<file path="src/rtl/iob_sram_port_arb_pkg.sv">
// Shared definitions for the IOb SRAM port arbiter and the other IOb bus merges.
package iob_sram_port_arb_pkg;

  // Default IOb native-bus field widths
  localparam int IOB_ADDR_W = 32;
  localparam int IOB_DATA_W = 32;
  localparam int IOB_STRB_W = IOB_DATA_W / 8;

  // Request bundle layout, LSB first: wstrb | wdata | addr | avalid
  localparam int REQ_WSTRB_OFF  = 0;
  localparam int REQ_WDATA_OFF  = REQ_WSTRB_OFF + IOB_STRB_W;
  localparam int REQ_ADDR_OFF   = REQ_WDATA_OFF + IOB_DATA_W;
  localparam int REQ_AVALID_OFF = REQ_ADDR_OFF + IOB_ADDR_W;
  localparam int REQ_W          = REQ_AVALID_OFF + 1;

  // Response bundle layout, LSB first: rdata | rvalid | ready
  localparam int RESP_RDATA_OFF  = 0;
  localparam int RESP_RVALID_OFF = RESP_RDATA_OFF + IOB_DATA_W;
  localparam int RESP_READY_OFF  = RESP_RVALID_OFF + 1;
  localparam int RESP_W          = RESP_READY_OFF + 1;

  // The slave answers every read one cycle later, so two outstanding reads is the ceiling
  localparam int PEND_W   = 2;
  localparam int PEND_MAX = 2;

  // Burst counter covers limits up to 15
  localparam int CNT_W = 4;

  typedef logic [PEND_W-1:0] pend_t;

  // Effect of one cycle on the outstanding-read count
  typedef enum logic [1:0] {
    PEND_HOLD,
    PEND_INC,
    PEND_DEC,
    PEND_OVF
  } pend_op_e;

  // Index width for n requesters, never below one bit
  function automatic int idx_w(input int n);
    int w;
    w = 1;
    while ((1 << w) < n) w++;
    return w;
  endfunction

endpackage

</file>
<file path="src/rtl/iob_rr_pick.sv">
// Combinational round-robin picker: first eligible requester at or above
// start_ptr, wrapping modulo N. Masters set in excl are skipped.
module iob_rr_pick #(
  parameter int N     = 2,
  parameter int IDX_W = 1
) (
  input  logic [N-1:0]     req,
  input  logic [IDX_W-1:0] start_ptr,
  input  logic [N-1:0]     excl,
  output logic [IDX_W-1:0] idx,
  output logic             found
);

  logic [N-1:0] elig;

  assign elig = req & ~excl;

  // Walk the requesters in rotated order and keep the first eligible one
  always_comb begin
    int cand;
    cand  = 0;
    idx   = '0;
    found = 1'b0;
    for (int off = 0; off < N; off++) begin
      cand = int'(start_ptr) + off;
      if (cand >= N) cand = cand - N;
      if (!found && elig[cand]) begin
        found = 1'b1;
        idx   = IDX_W'(cand);
      end
    end
  end

endmodule

</file>
<file path="src/rtl/iob_sram_port_arb.sv">
// Arbitrates N IOb masters onto one SRAM port. Round-robin grant with a
// per-owner burst limit; a pending-read counter pins ownership while reads
// are in flight so that every response is routed to the master that issued it.
module iob_sram_port_arb
  import iob_sram_port_arb_pkg::*;
#(
  parameter int N_MASTERS = 2,
  parameter int ADDR_W    = IOB_ADDR_W,
  parameter int DATA_W    = IOB_DATA_W,
  parameter int BURST_MAX = 4
) (
  input  logic                          clk_i,
  input  logic                          cke_i,
  input  logic                          arst_i,
  input  logic [N_MASTERS-1:0]          m_avalid_i,
  input  logic [N_MASTERS*ADDR_W-1:0]   m_addr_i,
  input  logic [N_MASTERS*DATA_W-1:0]   m_wdata_i,
  input  logic [N_MASTERS*DATA_W/8-1:0] m_wstrb_i,
  output logic [N_MASTERS-1:0]          m_ready_o,
  output logic [N_MASTERS*DATA_W-1:0]   m_rdata_o,
  output logic [N_MASTERS-1:0]          m_rvalid_o,
  output logic                          s_avalid_o,
  output logic [ADDR_W-1:0]             s_addr_o,
  output logic [DATA_W-1:0]             s_wdata_o,
  output logic [DATA_W/8-1:0]           s_wstrb_o,
  input  logic [DATA_W-1:0]             s_rdata_i,
  input  logic                          s_rvalid_i,
  input  logic                          s_ready_i,
  output logic                          err_o
);

  localparam int IDX_W  = idx_w(N_MASTERS);
  localparam int STRB_W = DATA_W / 8;

  logic [IDX_W-1:0] ptr_q, ptr_d;
  logic [IDX_W-1:0] own_q, own_d;
  pend_t            pend_q, pend_d;
  logic [CNT_W-1:0] cnt_q, cnt_d;
  logic             err_q, err_d;

  logic [N_MASTERS-1:0] own_mask;
  logic [N_MASTERS-1:0] excl;
  logic                 other_req;
  logic                 burst_hit;
  logic                 blocked;
  logic                 pend_nz;

  logic [IDX_W-1:0] pick_idx;
  logic             pick_found;
  logic [IDX_W-1:0] win_idx;
  logic             win_req;
  logic             win_valid;

  logic     accept;
  logic     rd_acc;
  logic     rv_ok;
  logic     rv_stray;
  pend_op_e pend_op;

  // One-hot view of the current owner
  always_comb begin
    own_mask         = '0;
    own_mask[own_q]  = 1'b1;
  end

  assign pend_nz   = (pend_q != '0);
  assign other_req = |(m_avalid_i & ~own_mask);
  assign burst_hit = (cnt_q >= CNT_W'(BURST_MAX));
  assign blocked   = burst_hit & other_req;
  assign excl      = blocked ? own_mask : '0;

  iob_rr_pick #(
    .N     (N_MASTERS),
    .IDX_W (IDX_W)
  ) u_pick (
    .req       (m_avalid_i),
    .start_ptr (ptr_q),
    .excl      (excl),
    .idx       (pick_idx),
    .found     (pick_found)
  );

  // While reads are in flight only the owner may continue, and only inside its burst budget
  always_comb begin
    if (pend_nz) begin
      win_idx = own_q;
      win_req = m_avalid_i[own_q] & ~blocked;
    end else begin
      win_idx = pick_idx;
      win_req = pick_found;
    end
  end

  // Nothing is presented to the slave while reset is held
  assign win_valid  = win_req & ~arst_i;
  assign s_avalid_o = win_valid;
  assign accept     = win_valid & s_ready_i;
  assign rd_acc     = accept & ~(|s_wstrb_o);

  // Forward the winner's request with no added latency and steer the slave's accept back to it
  always_comb begin
    s_addr_o  = '0;
    s_wdata_o = '0;
    s_wstrb_o = '0;
    m_ready_o = '0;
    for (int k = 0; k < N_MASTERS; k++) begin
      if (win_valid && (win_idx == IDX_W'(k))) begin
        s_addr_o     = m_addr_i[k*ADDR_W +: ADDR_W];
        s_wdata_o    = m_wdata_i[k*DATA_W +: DATA_W];
        s_wstrb_o    = m_wstrb_i[k*STRB_W +: STRB_W];
        m_ready_o[k] = s_ready_i;
      end
    end
  end

  // A response with nothing outstanding is stray and never reaches a master
  assign rv_ok    = s_rvalid_i & pend_nz;
  assign rv_stray = s_rvalid_i & ~pend_nz;

  // Route responses to the owner; ownership is frozen while reads are pending
  always_comb begin
    m_rvalid_o = '0;
    m_rdata_o  = '0;
    for (int k = 0; k < N_MASTERS; k++) begin
      if (!arst_i && (own_q == IDX_W'(k))) begin
        m_rvalid_o[k]                  = rv_ok;
        m_rdata_o[k*DATA_W +: DATA_W]  = s_rdata_i;
      end
    end
  end

  // Classify this cycle's effect on the outstanding-read count
  always_comb begin
    pend_op = PEND_HOLD;
    if (rd_acc && !rv_ok) begin
      pend_op = (pend_q == pend_t'(PEND_MAX)) ? PEND_OVF : PEND_INC;
    end else if (!rd_acc && rv_ok) begin
      pend_op = PEND_DEC;
    end
  end

  // Outstanding-read count and sticky error; overflow saturates instead of wrapping
  always_comb begin
    pend_d = pend_q;
    err_d  = err_q | rv_stray;
    case (pend_op)
      PEND_INC: pend_d = pend_q + 1'b1;
      PEND_DEC: pend_d = pend_q - 1'b1;
      PEND_OVF: err_d  = 1'b1;
      default:  pend_d = pend_q;
    endcase
  end

  // Ownership, rotation pointer and burst count advance on each accepted transaction
  always_comb begin
    own_d = own_q;
    ptr_d = ptr_q;
    cnt_d = cnt_q;
    if (accept) begin
      own_d = win_idx;
      ptr_d = (win_idx == IDX_W'(N_MASTERS - 1)) ? '0 : win_idx + 1'b1;
      if (win_idx != own_q) begin
        cnt_d = CNT_W'(1);
      end else if (!burst_hit) begin
        cnt_d = cnt_q + 1'b1;
      end
    end else if (!(|m_avalid_i)) begin
      cnt_d = '0;
    end
  end

  assign err_o = err_q & ~arst_i;

  // State register: reset wins over the clock enable
  always_ff @(posedge clk_i) begin
    if (arst_i) begin
      ptr_q  <= '0;
      own_q  <= '0;
      pend_q <= '0;
      cnt_q  <= '0;
      err_q  <= 1'b0;
    end else if (cke_i) begin
      ptr_q  <= ptr_d;
      own_q  <= own_d;
      pend_q <= pend_d;
      cnt_q  <= cnt_d;
      err_q  <= err_d;
    end
  end

endmodule

</file>
<file path="config.mk">
export PLATFORM = sky130hd
export DESIGN_NAME = iob_sram_port_arb
export DESIGN_NICKNAME = d
export VERILOG_FILES = /design/src/rtl/iob_sram_port_arb_pkg.sv /design/src/rtl/iob_rr_pick.sv /design/src/rtl/iob_sram_port_arb.sv
export SDC_FILE = /design/constraint.sdc
export NUM_CORES = 1
export LEC_CHECK = 0
export ABC_AREA = 1
export BUFFER_PORTS_ARGS = -buffer_cell sky130_fd_sc_hd__buf_2
export CAP_MARGIN = 15
export CORE_AREA = 2 2 121 123
export CTS_BUF_LIST = sky130_fd_sc_hd__clkbuf_16
export CTS_CLUSTER_DIAMETER = 40
export DETAILED_ROUTE_END_ITERATION = 10
export DIE_AREA = 0 0 123 125
export PLACE_DENSITY = 0.5
export SLEW_MARGIN = 25
export SYNTH_ARGS = -nofsm -noshare
export SYNTH_HDL_FRONTEND = slang
export SYNTH_SLANG_ARGS = --single-unit
</file>
<file path="constraint.sdc">
create_clock -name clk_i -period 2.1 [get_ports clk_i]
set_input_delay 0.105 -clock clk_i [delete_from_list [all_inputs] [get_ports clk_i]]
set_output_delay 0.105 -clock clk_i [all_outputs]
set_load 0.02 [all_outputs]
</file>
==> run summary <==
The run finished with clean final reports. The tools report the count of nets left with antenna violations after detail routing as 0. The initial cell density of the core is 0.144, and the HPWL after detailed placement is 10700 microns. The maximum clock insertion buffer count was 2; the number of antenna violations at the first check in global routing was 1. For the cell leakage power, the log shows 2.74 nW. The finished cells cover 4040 sq um. Entering global routing, the biggest net connects 40 pins. STA classifies the critical path startpoint as a flip-flop. After clock tree synthesis, the clock-pin slew on the worst setup and hold paths is 0.04 ns. Summed over all layers, the routed wires come to 12900 microns.

The setup slack of the most critical reg-to-reg path is 0.16 ns. Dividing total power by cell area gives a power density of 389 nW/um^2. Counting instances, the worst hold path has a depth of 2.

After floorplanning, the core was sized to cover 14200 sq um. Routability-driven placement finished with a final weighted congestion of 0.765. Dividing the detail-routed via count by the number of cells gives 4.03. The synthesis-to-finish area growth was 98.1%. The total count of hold-check failures in the final report is 0, and the insertion delay to the later sink of the worst-skew pair is 0.24 ns. For the required time reported for the critical path endpoint, the log shows 2.00 ns. The startpoint identified for the worst register-to-register timing path is pend_q[1]. The end of the worst hold path is cnt_q[1]. The die is 125 microns tall. For this run, design rule violations remaining after detail routing come to 0.

The worst setup path is of the reg -> out kind. The maximum level of the CTS H-tree came out at 1. The cell count after synthesis was 434. The smallest hold slack is 0.107 ns. For the pin with the worst max-slew slack, the measured transition is 0.334 ns. Setup violations remaining at the end of the flow were counted as 0. The number of sinks handled by clock tree synthesis was 9; the final net count was 917. The fraction of layout cells with a size suffix above 1 was 0.488; the floorplan die area was 15400 sq um. Startpoint of the worst setup timing path: pend_q[1]. The highest ir drop seen on vdd was 0.229 mV; the number of iterations in the first detailed-routing pass was 4.

The mapped netlist covers 2040 sq um. TritonCTS built the clock tree. The ratio of final minimum period to clock period is 0.951.

The fraction of the yosys area taken by sequential cells was 0.0883. Worst hold path startpoint: arst_i. Max-cap violations in this run came to 0. 0 antenna diodes ended up in the layout. The count of filler cells inserted in the layout came out at 1684. When the netlist entered floorplanning its net count stood at 610.

The run gives 0.284 as the end-of-flow core utilization. Via count of the first global-routing pass: 3403. Row generation in the floorplan step produced 44 rows.

Met1 global-route usage: 0.167. The count of input and output buffers was 312. The number of DRC markers after the initial detailed-route iteration is 190, and the met2 global-route usage is 0.296.

The die width works out to 123 microns. The global-route usage over all layers is 0.150, and the post-route clock skew is 0.00555 ns. Overall power consumption after layout is estimated at 1.57 mW. The run gives 29 as the distinct cell type count after synthesis. STA puts the critical path data arrival time at 1.89 ns. The total placed instance area is 3820 sq um, and the aggregate global routing overflow is 0. The mean instance size in the synthesized netlist came out at 4.70 sq um. The global routing stage identified its most utilized layer as met2. The synthesis-stage register bit count came out at 9.

The first global-routing pass estimated 18000 microns of wire. Timing would allow up to 501 MHz. The met3 layer usage reported by global route came out at 0.0301. The vias after detailed routing was 3728; the cell count of the worst reg-to-reg path was 15.

For the number of pins with negative max-slew slack in the final report, the log shows 0. For this design the top-level I/O count stands at 313. The minimum period implied by the final worst setup slack is 2.00 ns, and the TritonCTS buffer count is 3.

The worst setup path is captured at an output port. The buffer cell driving the clock tree root is sky130_fd_sc_hd__clkbuf_16. The run gives 0.777 as the tightest slew margin relative to the limit.

Class of the tightest hold or removal check: in -> reg. Dividing the detail-routed wire length by the instance count gives 14.0 microns. The number of hold buffers added after CTS was 0.

Setup repair after global routing could not meet its margin everywhere. The Yosys step of the flow raised 0 warnings. Summed over all failing endpoints, the final setup total negative slack is 0 ns. Peak fanout along the critical path: 17. The worst flop-to-flop path endpoint is pend_q[0].
## critical path: stages, from the launching register on
cell	delay [ns]
sky130_fd_sc_hd__dfxtp_1	0.35
sky130_fd_sc_hd__nor2_4	0.16
sky130_fd_sc_hd__inv_2	0.08
sky130_fd_sc_hd__nand2_1	0.12
sky130_fd_sc_hd__nand2_1	0.11
sky130_fd_sc_hd__nor2_4	0.14
sky130_fd_sc_hd__nand2_2	0.09
sky130_fd_sc_hd__clkinv_4	0.10
sky130_fd_sc_hd__buf_12	0.16
sky130_fd_sc_hd__nand2_1	0.06
sky130_fd_sc_hd__nand2_1	0.10
sky130_fd_sc_hd__buf_2	0.18
## cells in the final DEF, fill, tap and decap left out, types with 2 or more instances in the layout
cell | synthesis | final
sky130_fd_sc_hd__buf_2 | 7 | 311
sky130_fd_sc_hd__nand2_1 | 156 | 154
sky130_fd_sc_hd__nand3_1 | 79 | 79
sky130_fd_sc_hd__nor2_1 | 74 | 74
sky130_fd_sc_hd__inv_1 | 44 | 45
sky130_fd_sc_hd__buf_4 | 0 | 10
sky130_fd_sc_hd__dfxtp_1 | 9 | 8
sky130_fd_sc_hd__nand2_2 | 4 | 6
sky130_fd_sc_hd__inv_2 | 6 | 5
sky130_fd_sc_hd__a21oi_1 | 5 | 5
sky130_fd_sc_hd__clkbuf_16 | 0 | 5
sky130_fd_sc_hd__nor2_4 | 3 | 4
sky130_fd_sc_hd__nor2_2 | 5 | 4
sky130_fd_sc_hd__o21ai_0 | 3 | 3
sky130_fd_sc_hd__buf_12 | 0 | 3
sky130_fd_sc_hd__o21ai_1 | 2 | 2
sky130_fd_sc_hd__nand3_4 | 1 | 2
sky130_fd_sc_hd__nand4_1 | 2 | 2
sky130_fd_sc_hd__buf_6 | 2 | 2
sky130_fd_sc_hd__buf_8 | 0 | 2
## synth_stat cells
master	n	area share
sky130_fd_sc_hd__xor2_1	1	0.0043
sky130_fd_sc_hd__nor3_1	1	0.0025
sky130_fd_sc_hd__inv_4	1	0.0031
sky130_fd_sc_hd__dfxtp_1	9	0.088
sky130_fd_sc_hd__buf_6	2	0.011
sky130_fd_sc_hd__o21ai_2	1	0.0043
sky130_fd_sc_hd__clkbuf_1	19	0.035
sky130_fd_sc_hd__inv_1	44	0.081
sky130_fd_sc_hd__inv_2	6	0.011
sky130_fd_sc_hd__buf_2	7	0.017
sky130_fd_sc_hd__o22ai_1	1	0.0031
sky130_fd_sc_hd__nand2_2	4	0.012
sky130_fd_sc_hd__a21oi_1	5	0.012
sky130_fd_sc_hd__nand3_1	79	0.19
sky130_fd_sc_hd__o21ai_0	3	0.0074
sky130_fd_sc_hd__nand4_1	2	0.0061
sky130_fd_sc_hd__nor2_1	74	0.14
sky130_fd_sc_hd__nand2_4	1	0.0055
sky130_fd_sc_hd__a41oi_1	1	0.0043
sky130_fd_sc_hd__nor2_2	5	0.015
sky130_fd_sc_hd__clkinv_1	1	0.0018
sky130_fd_sc_hd__ha_1	1	0.0061
sky130_fd_sc_hd__nand2_1	156	0.29
sky130_fd_sc_hd__a31oi_1	1	0.0031
sky130_fd_sc_hd__nor2_4	3	0.017
sky130_fd_sc_hd__o21ai_1	2	0.0049
sky130_fd_sc_hd__nand3_2	2	0.0098
sky130_fd_sc_hd__a21oi_4	1	0.0080
sky130_fd_sc_hd__nand3_4	1	0.0086
## worst max path at each step
stage	to	slack [ns]	cells past startpoint
floorplan	pend_q[1]	0.25	14
global placement	s_addr_o[16]	0.12	11
detailed placement	pend_q[1]	0.09	16
CTS	s_wdata_o[21]	0.002	11
global route	s_wdata_o[21]	-0.009	11
finish	s_wdata_o[16]	0.10	11
## sequential cells by signal, summed over array words and instances (netlist names)
signal  count
err_q       1
pend_q      2
ptr_q       1
cnt_q       4
own_q       1
## layer usage
metal  vias to the layer above  wire length, microns  share of wire
met5                         -                    16         0.0012
met4                         2                    44         0.0034
met3                         6                  1240          0.096
met2                       197                  6720           0.52
met1                      1572                  4890           0.38
li1                       1951                     -              -
## cells by family (layout without fill, tap and decap cells)
| logic type | count (synthesis) | count (layout) | synth area share |
|---|---|---|---|
| buffers and inverters | 80 | 386 | 0.160 |
| AOI/OAI and AO/OA | 15 | 15 | 0.0472 |
| adders and majority gates | 1 | 1 | 0.00613 |
| xor gates and xnor gates | 1 | 1 | 0.00430 |
| DFF | 9 | 9 | 0.0883 |
| and+or+nand+nor | 328 | 328 | 0.694 |
## area by class of cell
class	count	area, sq um	area share
clock buffers	3	75.1	0.0186
clock inverters	1	3.75	0.000929
inverters	52	203	0.0502
multi-input cells	345	1550	0.384
flip-flops and latches	9	184	0.0455
well taps	184	230	0.0570
repair buffers	330	1790	0.444
## where the power goes
| part | switching [mW] | internal [mW] | leakage (nW) | total [mW] |
|---|---|---|---|---|
| logic | 0.653 | 0.399 | 2.63 | 1.05 |
| clock network | 0.0888 | 0.249 | 0.0423 | 0.338 |
| registers | 0.00516 | 0.177 | 0.0739 | 0.183 |
| total | 0.747 | 0.826 | 2.74 | 1.57 |
## metrics by stage
stage               cells  worst slack [ns]
floorplan             434             0.250
global placement      916             0.117
detailed placement    916            0.0915
CTS                   920           0.00196
global route          924          -0.00885
finish                924             0.103
## repair_timing
| action | in CTS | in global routing |
|---|---|---|
| gates resized for setup | 4 | 17 |
| setup endpoints to repair | 60 | 69 |
| cloned | 0 | 2 |
| hold endpoints to repair | 0 | 0 |
| pin swaps | 0 | 1 |
| setup buffers | 0 | 2 |
Power figures use the tool's default switching activity.
